**src/rtl/mem_port_arbiter_pkg.sv**
```systemverilog
// rtl/mem_port_arbiter_pkg.sv - shared state and owner encodings for the memory port arbiter
package mem_port_arbiter_pkg;

  typedef enum logic {
    ST_IDLE   = 1'b0,
    ST_ACCESS = 1'b1
  } state_t;

  localparam logic SEL_I = 1'b0;
  localparam logic SEL_D = 1'b1;

endpackage

```
**src/rtl/mem_port_arbiter_mux2to1.sv**
```systemverilog
// rtl/mem_port_arbiter_mux2to1.sv - generic 2:1 mux used for the memory address path
module mux2to1 #(
  parameter int W = 32
) (
  input  logic [W-1:0] D1,
  input  logic [W-1:0] D2,
  input  logic         Sel,
  output logic [W-1:0] Dout
);

  assign Dout = Sel ? D2 : D1;

endmodule

```
**src/rtl/mem_port_arbiter.sv**
```systemverilog
// rtl/mem_port_arbiter.sv - shares one memory port between fetch (I) and load/store (D)
// Define ARB_RR_EN for round-robin on contention; default is fixed D-over-I priority.
module mem_port_arbiter
  import mem_port_arbiter_pkg::*;
#(
  parameter int AW      = 32,
  parameter int DW      = 32,
  parameter int MEM_LAT = 2
) (
  input  logic          Clk,
  input  logic          Reset_n,
  input  logic          IReq,
  input  logic [AW-1:0] IAddr,
  output logic          IAck,
  output logic [DW-1:0] IRdata,
  input  logic          DReq,
  input  logic          DWe,
  input  logic [AW-1:0] DAddr,
  input  logic [DW-1:0] DWdata,
  output logic          DAck,
  output logic [DW-1:0] DRdata,
  output logic          MemSel,
  output logic          MemEn,
  output logic          MemWe,
  output logic [AW-1:0] MemAddr,
  output logic [DW-1:0] MemWdata,
  input  logic [DW-1:0] MemRdata,
  output logic          Busy
);

  localparam int CW = (MEM_LAT + 1 > 1) ? $clog2(MEM_LAT + 1) : 1;
  localparam logic [CW-1:0] ACK_PRE = CW'(MEM_LAT - 1);
  localparam logic [CW-1:0] ACK_CNT = CW'(MEM_LAT);

  state_t        state;
  logic [CW-1:0] cnt;
  logic          we_q;
  logic          winner;
  logic          any_req;

  assign any_req = IReq | DReq;

`ifdef ARB_RR_EN
  logic last_owner;

  always_comb begin
    winner = SEL_I;
    if (DReq && IReq) winner = (last_owner == SEL_I) ? SEL_D : SEL_I;
    else if (DReq)    winner = SEL_D;
  end

  always_ff @(posedge Clk or negedge Reset_n) begin
    if (!Reset_n)                         last_owner <= SEL_I;
    else if (state == ST_IDLE && any_req) last_owner <= winner;
  end
`else
  assign winner = DReq ? SEL_D : SEL_I;
`endif

  // Acks are registered one cycle early so they land exactly when cnt == MEM_LAT.
  always_ff @(posedge Clk or negedge Reset_n) begin
    if (!Reset_n) begin
      state  <= ST_IDLE;
      cnt    <= '0;
      MemSel <= SEL_I;
      MemEn  <= 1'b0;
      MemWe  <= 1'b0;
      IAck   <= 1'b0;
      DAck   <= 1'b0;
      we_q   <= 1'b0;
    end else begin
      MemEn <= 1'b0;
      MemWe <= 1'b0;
      IAck  <= 1'b0;
      DAck  <= 1'b0;
      case (state)
        ST_IDLE: begin
          if (any_req) begin
            state  <= ST_ACCESS;
            cnt    <= '0;
            MemSel <= winner;
            MemEn  <= 1'b1;
            MemWe  <= (winner == SEL_D) & DWe;
            we_q   <= (winner == SEL_D) & DWe;
          end
        end
        ST_ACCESS: begin
          if (cnt == ACK_PRE) begin
            IAck <= (MemSel == SEL_I);
            DAck <= (MemSel == SEL_D);
          end
          if (cnt == ACK_CNT) state <= ST_IDLE;
          else                cnt   <= cnt + CW'(1);
        end
        default: state <= ST_IDLE;
      endcase
    end
  end

  assign Busy     = (state == ST_ACCESS);
  assign IRdata   = IAck ? MemRdata : '0;
  assign DRdata   = (DAck && !we_q) ? MemRdata : '0;
  assign MemWdata = DWdata;

  mux2to1 #(.W(AW)) u_addr_mux (
    .D1   (IAddr),
    .D2   (DAddr),
    .Sel  (MemSel),
    .Dout (MemAddr)
  );

endmodule
```
**config.mk**
```make
export PLATFORM = sky130hd
export DESIGN_NAME = mem_port_arbiter
export DESIGN_NICKNAME = d
export VERILOG_FILES = /design/src/rtl/mem_port_arbiter_pkg.sv /design/src/rtl/mem_port_arbiter_mux2to1.sv /design/src/rtl/mem_port_arbiter.sv
export SDC_FILE = /design/constraint.sdc
export NUM_CORES = 1
export LEC_CHECK = 0
export ABC_AREA = 1
export BUFFER_PORTS_ARGS = -buffer_cell sky130_fd_sc_hd__buf_2
export CAP_MARGIN = 20
export CORE_AREA = 5 5 101 103
export CTS_CLUSTER_SIZE = 10
export DETAILED_ROUTE_END_ITERATION = 8
export DIE_AREA = 0 0 106 108
export PLACE_DENSITY = 0.67
export SLEW_MARGIN = 40
export SYNTH_ARGS = -nofsm -noshare
export SYNTH_HDL_FRONTEND = slang
export SYNTH_HIERARCHICAL = 1
export SYNTH_SLANG_ARGS = --single-unit
```
**constraint.sdc**
```tcl
create_clock -name Clk -period 2.3 [get_ports Clk]
set_clock_uncertainty 0.2 [all_clocks]
set_input_delay 0.23 -clock Clk [delete_from_list [all_inputs] [get_ports Clk]]
set_output_delay 0.23 -clock Clk [all_outputs]
set_load 0.03 [all_outputs]
```
### Word level (Yosys, flattened, before mapping)

Cells that the tools add are included.

* bits in latches: 0
* logic and storage cells: 38
* memories kept: 0
* memory bits (read-only): 0
* RAM bits: 0
* output and inout port bits: 134
* input bits: 133
* bits in registers: 9

* multiplexer cells: 17
* magnitude comparators: 0
* equal/unequal tests: 4
* multiply operators: 0
* shift operators: 0
* bitwise operators: 4
* reductions and logical operators: 4
* $add $sub $neg: 1
* divide/modulo/power cells: 0

Operators with widths (number)
* 32-bit two-way mux: 3
* 1-bit two-way mux: 10
* 2-bit two-way mux: 2
* 2-bit != test, second input constant: 2
* 2-bit one-hot mux with 2 select lines: 1
* 2-bit AND reduction: 2
* 2-bit by 1-bit adder with 2-bit output, second input constant: 1
* 2-bit by 1-bit == test with 1-bit output, second input constant: 1
* 2-bit == test, second input constant: 1
* 1-bit NOT: 2
* 1-bit one-hot mux with 2 select lines: 1
* 1-bit AND: 1
* 1-bit logical AND: 1
* 1-bit logical NOT: 1
* 1-bit OR: 1

### Depth between registers and ports, before layout

Gate-level depths: netlist (run 1).

* depth after elaboration: 4
* mapped depth: 6
* mapped depth without buffers: 6

### By module

Netlist (run 1), hierarchy kept.

Modules (own cells, without submodules)
* mem_port_arbiter: cells each 204, instances 1, area an instance 1124.8 um2
* mux2to1: cells each 104, instances 1, area an instance 491.7 um2

### Worst setup path before layout (run 1)

OpenSTA, ideal clock, no wires.

* path type: register -> output
* start: register DAck
* end: output port DRdata[0]
* data arrival time: 1.202 ns
* stages on the path, launching flop included: 4
* path buffers: 1
* data required time: 1.870 ns
* path slack: 0.668 ns
* cells stage by stage: dfrtp_1 -> nand2_2 -> buf_2 -> nor2_1

* cells in the longest elaborated chain, start to end: 2

RTL lines
* from (decl): line mem_port_arbiter.sv:20 `output logic DAck,`
* from (signal assigned): line mem_port_arbiter.sv:90 `DAck <= (MemSel == SEL_D);`
* 1-bit logical AND: line mem_port_arbiter.sv:102 `assign DRdata = (DAck && !we_q) ? MemRdata : '0;`
* 32-bit two-way mux: line mem_port_arbiter.sv:102
* to (decl): line mem_port_arbiter.sv:21 `output logic [DW-1:0] DRdata,`

Every way passes these cells.

### Final worst setup path (run 1)

* start: register we_q
* end: output port DRdata[8]

* cells in the longest elaborated chain, start to end: 3

RTL lines
* from (decl): line mem_port_arbiter.sv:37 `logic we_q;`
* from (signal assigned): line mem_port_arbiter.sv:84 `we_q <= (winner == SEL_D) & DWe;`
* 1-bit logical NOT: line mem_port_arbiter.sv:102
* 1-bit logical AND: line mem_port_arbiter.sv:102
* 32-bit two-way mux: line mem_port_arbiter.sv:102

Every way passes these cells.

==> results of run 1 <==
[cell type report]
class / count / area, um^2
fill: 1057 / 6650
timing repair buffer: 205 / 1040
multi-input combinational: 182 / 741
inverter: 72 / 278
sequential: 9 / 225
tap: 111 / 139
clock buffer: 4 / 45.0
[metal layers]
metal  up-vias  wire [um]
li1       1144          -
met1       867       2030
met2       119       3180
met3        19        786
met4         0         95
met5         -          0
[cells in the mapped netlist]
library cell	number	share of area, %
sky130_fd_sc_hd__ha_1	2	1.5
sky130_fd_sc_hd__o21ai_2	1	0.54
sky130_fd_sc_hd__buf_6	3	2.1
sky130_fd_sc_hd__buf_2	3	0.93
sky130_fd_sc_hd__o21ai_0	1	0.31
sky130_fd_sc_hd__inv_1	71	16
sky130_fd_sc_hd__buf_12	1	1.2
sky130_fd_sc_hd__dfrtp_1	9	14
sky130_fd_sc_hd__buf_4	35	16
sky130_fd_sc_hd__nand3_1	3	0.93
sky130_fd_sc_hd__nand2_1	128	30
sky130_fd_sc_hd__inv_8	1	0.70
sky130_fd_sc_hd__or2_0	1	0.39
sky130_fd_sc_hd__nand2_2	11	4.3
sky130_fd_sc_hd__clkbuf_8	3	2.6
sky130_fd_sc_hd__nor2_1	35	8.1
[flip-flops by register name, indices dropped and copies added (netlist names)]
name / cells
Busy: 1
IAck: 1
MemSel: 1
DAck: 1
MemWe: 1
MemEn: 1
we_q: 1
cnt: 2
[power groups by stage]
stage	clock [W]	combinational, W	sequential, W
floorplan	0	0.00183	0.000349
global placement	0	0.00230	0.000276
detailed placement	0	0.00230	0.000278
CTS	0.000189	0.00231	0.000277
global route	0.000205	0.00251	0.000283
finish	0.000180	0.00228	0.000275
[kinds of logic (layout without fill, tap and decap cells)]
group / after synthesis / after routing / synth area share [%]
AO/OA/AOI/OAI: 2 / 2 / 0.851
adder cells (fa/ha/maj): 2 / 2 / 1.55
buffers and inverters: 117 / 281 / 40.2
flip-flops: 9 / 9 / 13.9
AND/OR/NAND/NOR: 178 / 178 / 43.4
[tightest hold or removal path, delay by kind of cell]
| kind | cells | cell delay [ps] |
|---|---|---|
| simple gates | 1 | 40 |
| buf+inv | 2 | 140 |
[placed cells by master, fill, tap and decap left out]
cell type / n
sky130_fd_sc_hd__inv_8: 1
sky130_fd_sc_hd__or2_0: 1
sky130_fd_sc_hd__dlygate4sd3_1: 1
sky130_fd_sc_hd__buf_4: 2
sky130_fd_sc_hd__clkbuf_8: 3
sky130_fd_sc_hd__o21ai_0: 1
sky130_fd_sc_hd__nand2_1: 128
sky130_fd_sc_hd__nand3_1: 3
sky130_fd_sc_hd__clkbuf_1: 1
sky130_fd_sc_hd__o21ai_2: 1
sky130_fd_sc_hd__buf_2: 202
sky130_fd_sc_hd__nor2_1: 35
sky130_fd_sc_hd__dfrtp_1: 9
sky130_fd_sc_hd__inv_1: 71
sky130_fd_sc_hd__ha_1: 2
sky130_fd_sc_hd__nand2_2: 11
[per-stage QoR]
step	setup WS [ps]	total power (W)	area, um^2	utilization (%)
floorplan	668	0.00218	1620	-
global placement	658	0.00257	2410	26.4
detailed placement	627	0.00258	2410	26.4
CTS	375	0.00277	2460	27.0
global route	284	0.00299	2460	27.0
finish	405	0.00274	2460	27.0
[path summary, 6_finish.rpt]
path | start | end | cells after the start
min in group asynchronous | Reset_n | MemSel$_DFFE_PN0P_ | 2
worst min-delay path | DWe | MemWe$_DFF_PN0_ | 3
worst min register to register | we_q$_DFFE_PN0P_ | we_q$_DFFE_PN0P_ | 2
worst max-delay path | we_q$_DFFE_PN0P_ | DRdata[8] | 4
max in group asynchronous | Reset_n | MemEn$_DFF_PN0_ | 2
worst max register to register | cnt[0]$_DFFE_PN0P_ | cnt[1]$_DFFE_PN0P_ | 6
==> key figures, run 1 <==
Clock network
  • Worst-case clock buffer depth: 2
  • CTS Buf Count: 3
  • Clock latency of the later-clocked register in the worst-skew pair: roughly 230 ps
  • Clock Sinks: 9
  • Level count of the clock H-tree: 1
  • CTS root buf: sky130_fd_sc_hd__clkbuf_8
  • Total of cells resized after clock tree synthesis: 0
  • Quantity of hold-fixing buffers added after cts: 1
  • Post-CTS Repair Setup Buffers: 0
  • Reg clk slew, reported paths: about 40 ps
  • Clock tree from TritonCTS: done

Global route
  • Congestion Overflow GR: 0
  • Total GRT Usage: under 10%
  • Global-route track usage on met2: 18.8%
  • Met1 capacity usage during global routing: under 10%
  • Via count of the first global-routing pass: 2058
  • Number of antenna violations at the first check in global routing: 0
  • Grt met3 use: under 10%
  • Maximum number of pins on one net before global-route repair: 37
  • First-pass GRT wire length: just over 9000 um
  • GRT busiest layer: met2

Placement
  • Post-DP HPWL: roughly 5400 um
  • Routability Congestion: 0.806
  • Quantity of I/O buffers inserted on ports: 202
  • Placed cell count: between 500 and 600

Power
  • Clock power share: about 6.6%
  • Power density of the placed cells: between 1000 and 1500 nW/um^2
  • Switching power share of the total: roughly 65%
  • Leakage power figure: between 2 and 2.5 nW
  • Worst IR Drop VDD: ~0.00064 V
  • Int Pwr: between 0.0009 and 0.001 W
  • Flop pwr share: between 10% and 20%
  • Combinational share of power: roughly 83%
  • Total net switching power: between 0.0015 and 0.002 W

Floorplanning
  • Placeable core area: a little over 9000 um^2
  • Number of placement rows: 35
  • Starting Density: between 10% and 20%
  • Die height: 108 um
  • Top Ports: about 270
  • Die Width: between 100 and 150 um
  • Die Area: 11400 um^2

Worst setup path
  • Highest net fanout along the worst path: 32
  • Slowest cell on crit path: sky130_fd_sc_hd__dfrtp_1
  • R2r setup slk: roughly 970 ps
  • Startpoint types: flop
  • Worst EP arrival: ~1500 ps
  • Cell chain of the critical path: inv_1, nand2_2, nor2_1, buf_2
  • Largest stage delay, worst path: ~370 ps
  • Classification of the worst setup path: reg2out
  • Kind of cell with the highest combined delay on the critical path: simple AND/OR/NAND/NOR gates
  • Worst EP required: about 1900 ps
  • Critical Path Sink Type: output port
  • Critical path buffers and inverters: 2

Yosys
  • Mean cell area of the mapped netlist: about 5.2 um^2
  • Cell area after synthesis: about 1600 um^2
  • Number of unique standard cell types used by synthesis: 16
  • Part of the Yosys area used for sequential elements: 13.9%
  • Post-synthesis net count: 443
  • Post-synthesis cell count: 308
  • Yosys synthesis warning count: 6
  • Synthesis-stage register bit count: 9

STA
  • Share of the clock period used by the worst path after layout: 82.4%
  • Tightest Pin Transition: between 500 and 600 ps
  • Hold violation count in the final report: 0
  • Setup repair after global routing missed its margin: false
  • Fin crit period: approximately 1900 ps
  • Upper clock frequency limit: approximately 530 MHz
  • Worst slew margin relative to its limit: approximately three fifths
  • Final sum of negative setup slack: 0 ps
  • Final-report max-slew violation count: 0
  • Final setup fails: 0
  • Worst hold slack: between 20 and 25 ps

Cells and area
  • Number of diodes: 0
  • Relative area change from synthesis to final layout: 52.4%
  • Nets@finish: 608
  • Fin cells: 583
  • Fraction of layout instances using a drive strength above 1: ~47%

Status
  • Result of the run: finished, final reports clean

Detailed routing
  • Average vias per placed instance: between 3 and 4
  • Total DRC errors in the routed layout: 0
  • Pre-Repair DR Iteration Count: 4
  • Initial drt markers: 85
  • Total routed wirelength: 6100 um
  • DRT antenna net count: 0
  • Routed WL per cell: roughly 10 um
  • Count of vias placed by the detailed router: about 2100

Flow run
  • Count of max-cap constraint violations: 0

Hold path
  • Hold/Removal Path Class: in2reg
Power figures use the tool's default switching activity.
==> inputs of run 2 (changes only) <==
clock period = 1.9 ns   (was 2.3 ns; I/O delays follow)
==> run 2 against run 1 <==
Effect of this change: sequential share of layout area shrank 0.16 points; non-clock buffer count grew 4; final area grew 1.8%; wire length grew 1.9%; power grew 24%; critical endpoint unchanged.
==> key figures, run 2 (same netlist as run 1, synthesis figures left out) <==
Hold path
  • Hold/Removal Path Class: in2reg (unchanged)

Worst setup path
  • Classification of the worst setup path: reg2out (unchanged)
  • Worst EP required: 1510 ps (was 1870 ps)
  • Startpoint types: flop (unchanged)
  • Critical Path Sink Type: output port (unchanged)
  • Worst EP arrival: 1310 ps (was 1470 ps)
  • R2r setup slk: 590 ps (was 970 ps)
  • Highest net fanout along the worst path: 32 (unchanged)

Detailed routing
  • Pre-Repair DR Iteration Count: 4 (unchanged)
  • Total DRC errors in the routed layout: 0 (unchanged)
  • DRT antenna net count: 0 (unchanged)
  • Count of vias placed by the detailed router: 2167 (was 2149)
  • Routed WL per cell: 10.6 um (was 10.5 um)
  • Total routed wirelength: 6210 um (was 6100 um)
  • Average vias per placed instance: 3.69 (about the same)
  • Initial drt markers: 96 (was 85)

Power
  • Leakage power figure: 2.04 nW (was 2.02 nW)
  • Worst IR Drop VDD: 0.000710 V (was 0.000642 V)
  • Power density of the placed cells: 1350 nW/um^2 (was 1110 nW/um^2)
  • Tot Pwr: 0.00339 W (was 0.00274 W)

Floorplanning
  • Placeable core area: 9110 um^2 (unchanged)
  • Die height: 108 um (unchanged)
  • Starting Density: 17.7% (unchanged)
  • Die Width: 106 um (unchanged)
  • Die Area: 11400 um^2 (unchanged)
  • Number of placement rows: 35 (unchanged)
  • Top Ports: 267 (unchanged)

Placement
  • Quantity of I/O buffers inserted on ports: 202 (unchanged)
  • Post-DP HPWL: 5400 um (was 5350 um)
  • Post-place setup slack: 432 ps (was 627 ps)
  • Post-DP Area: 2440 um^2 (was 2410 um^2)
  • Routability Congestion: 0.809 (was 0.806)

Cells and area
  • Design Area, Final: 2510 um^2 (was 2460 um^2)
  • Register cell area after layout: 225 um^2 (unchanged)
  • Nets@finish: 612 (was 608)
  • Fraction of layout instances using a drive strength above 1: 46.8% (was 46.6%)
  • Number of flip-flops under the largest register name: 2 (unchanged)
  • Number of fillers in the final layout: 1085 (was 1057)
  • Number of diodes: 0 (unchanged)
  • Most flop-heavy register: cnt (unchanged)
  • Highest-count cells in the layout ignoring fill and taps: 202 x sky130_fd_sc_hd__buf_2, 128 x sky130_fd_sc_hd__nand2_1, 71 x sky130_fd_sc_hd__inv_1, 35 x sky130_fd_sc_hd__nor2_1, 11 x sky130_fd_sc_hd__nand2_2 (unchanged)
  • Most common cell after layout, fill and taps aside: sky130_fd_sc_hd__buf_2 (unchanged)
  • Area used by multi-input combinational logic: 741 um^2 (unchanged)
  • Relative area change from synthesis to final layout: 55.2% (was 52.4%)

Global route
  • Maximum number of pins on one net before global-route repair: 34 (was 37)
  • First-pass GRT wire length: 9110 um (was 9160 um)
  • Total GRT Usage: 9.34% (was 9.48%)
  • Congestion Overflow GR: 0 (unchanged)
  • Number of antenna violations at the first check in global routing: 0 (unchanged)
  • Via count of the first global-routing pass: 2067 (was 2058)

Clock network
  • CTS root buf: sky130_fd_sc_hd__clkbuf_8 (unchanged)
  • CTS Buf Count: 3 (unchanged)
  • Clock latency of the later-clocked register in the worst-skew pair: 230 ps (about the same)
  • Clock Sinks: 9 (unchanged)
  • Total of cells resized after clock tree synthesis: 0 (unchanged)
  • Level count of the clock H-tree: 1 (unchanged)
  • Clock tree from TritonCTS: done (unchanged)
  • Reg clk slew, reported paths: 40 ps (about the same)
  • Worst-case clock buffer depth: 2 (unchanged)

STA
  • Upper clock frequency limit: around 590 MHz
  • Tightest Pin Transition: 332 ps (was 571 ps)
  • Final setup fails: 0 (unchanged)
  • Final critical-path setup slack: 203 ps (was 405 ps)
  • Share of the clock period used by the worst path after layout: between 80% and 90%
  • Hold violation count in the final report: 0 (unchanged)
  • Final sum of negative setup slack: 0 ps (unchanged)
  • Final-report max-slew violation count: 0 (unchanged)
  • Fin crit period: 1700 ps
  • Setup repair after global routing missed its margin: false (unchanged)
  • Worst slew margin relative to its limit: 77.9% (was 61.8%)

Flow run
  • Count of max-cap constraint violations: 0 (unchanged)

Status
  • Result of the run: finished, final reports clean (unchanged)
==> run 2: what timing repair did <==
action | 4_1_cts | 5_1_grt
setup buffers | 0 | 0
endpoints found under the hold margin | 10 | 0
hold buffers | 2 | 0
==> run 2: final cells by class <==
| class | instances | share of cell area, % |
|---|---|---|
| Clock buffer | 4 | 1.80 |
| Tap cell | 111 | 5.54 |
| Timing Repair Buffer | 209 | 43.1 |
| Inverter | 72 | 11.1 |
| Sequential cell | 9 | 8.98 |
| Multi-Input combinational cell | 182 | 29.5 |
==> run 2: critical path, stage by stage, from the launching register on <==
cell,delay [ps]
sky130_fd_sc_hd__dfrtp_1,370
sky130_fd_sc_hd__inv_1,70
sky130_fd_sc_hd__nand2_2,40
sky130_fd_sc_hd__buf_4,220
sky130_fd_sc_hd__nor2_1,150
sky130_fd_sc_hd__buf_2,220
==> run 2: power by group <==
group	switching (W)	internal (W)
combinational	0.00204	0.000791
clock	0.0000739	0.000146
sequential	0.0000743	0.000271
==> run 2: per-stage QoR <==
step | hold slack, ps | cells | util [%]
after floorplan | -306 | 308 | -
after global placement | -146 | 581 | 26.8
after detailed placement | -147 | 581 | 26.8
after CTS | 41.2 | 587 | 27.5
after global routing | 60.3 | 587 | 27.5
final | 45.9 | 587 | 27.5
==> run 2: worst paths after layout <==
path / start / endpoint / cells after the start
max in group asynchronous: Reset_n / IAck$_DFF_PN0_ / 2
min in group asynchronous: Reset_n / Busy$_DFF_PN0_ / 2
worst max-delay path: we_q$_DFFE_PN0P_ / DRdata[8] / 5
worst min-delay path: DReq / MemSel$_DFFE_PN0P_ / 3
worst min register to register: we_q$_DFFE_PN0P_ / we_q$_DFFE_PN0P_ / 2
worst max register to register: cnt[0]$_DFFE_PN0P_ / cnt[1]$_DFFE_PN0P_ / 6
==> run 2: layer usage <==
metal | track usage, % | part of all wire [%] | up-vias
met5 | 0 | 0 | -
met4 | 2.68 | 2.1 | 0
met3 | 3.04 | 13 | 20
met2 | 19.0 | 52 | 120
met1 | 8.85 | 33 | 877
li1 | - | - | 1150
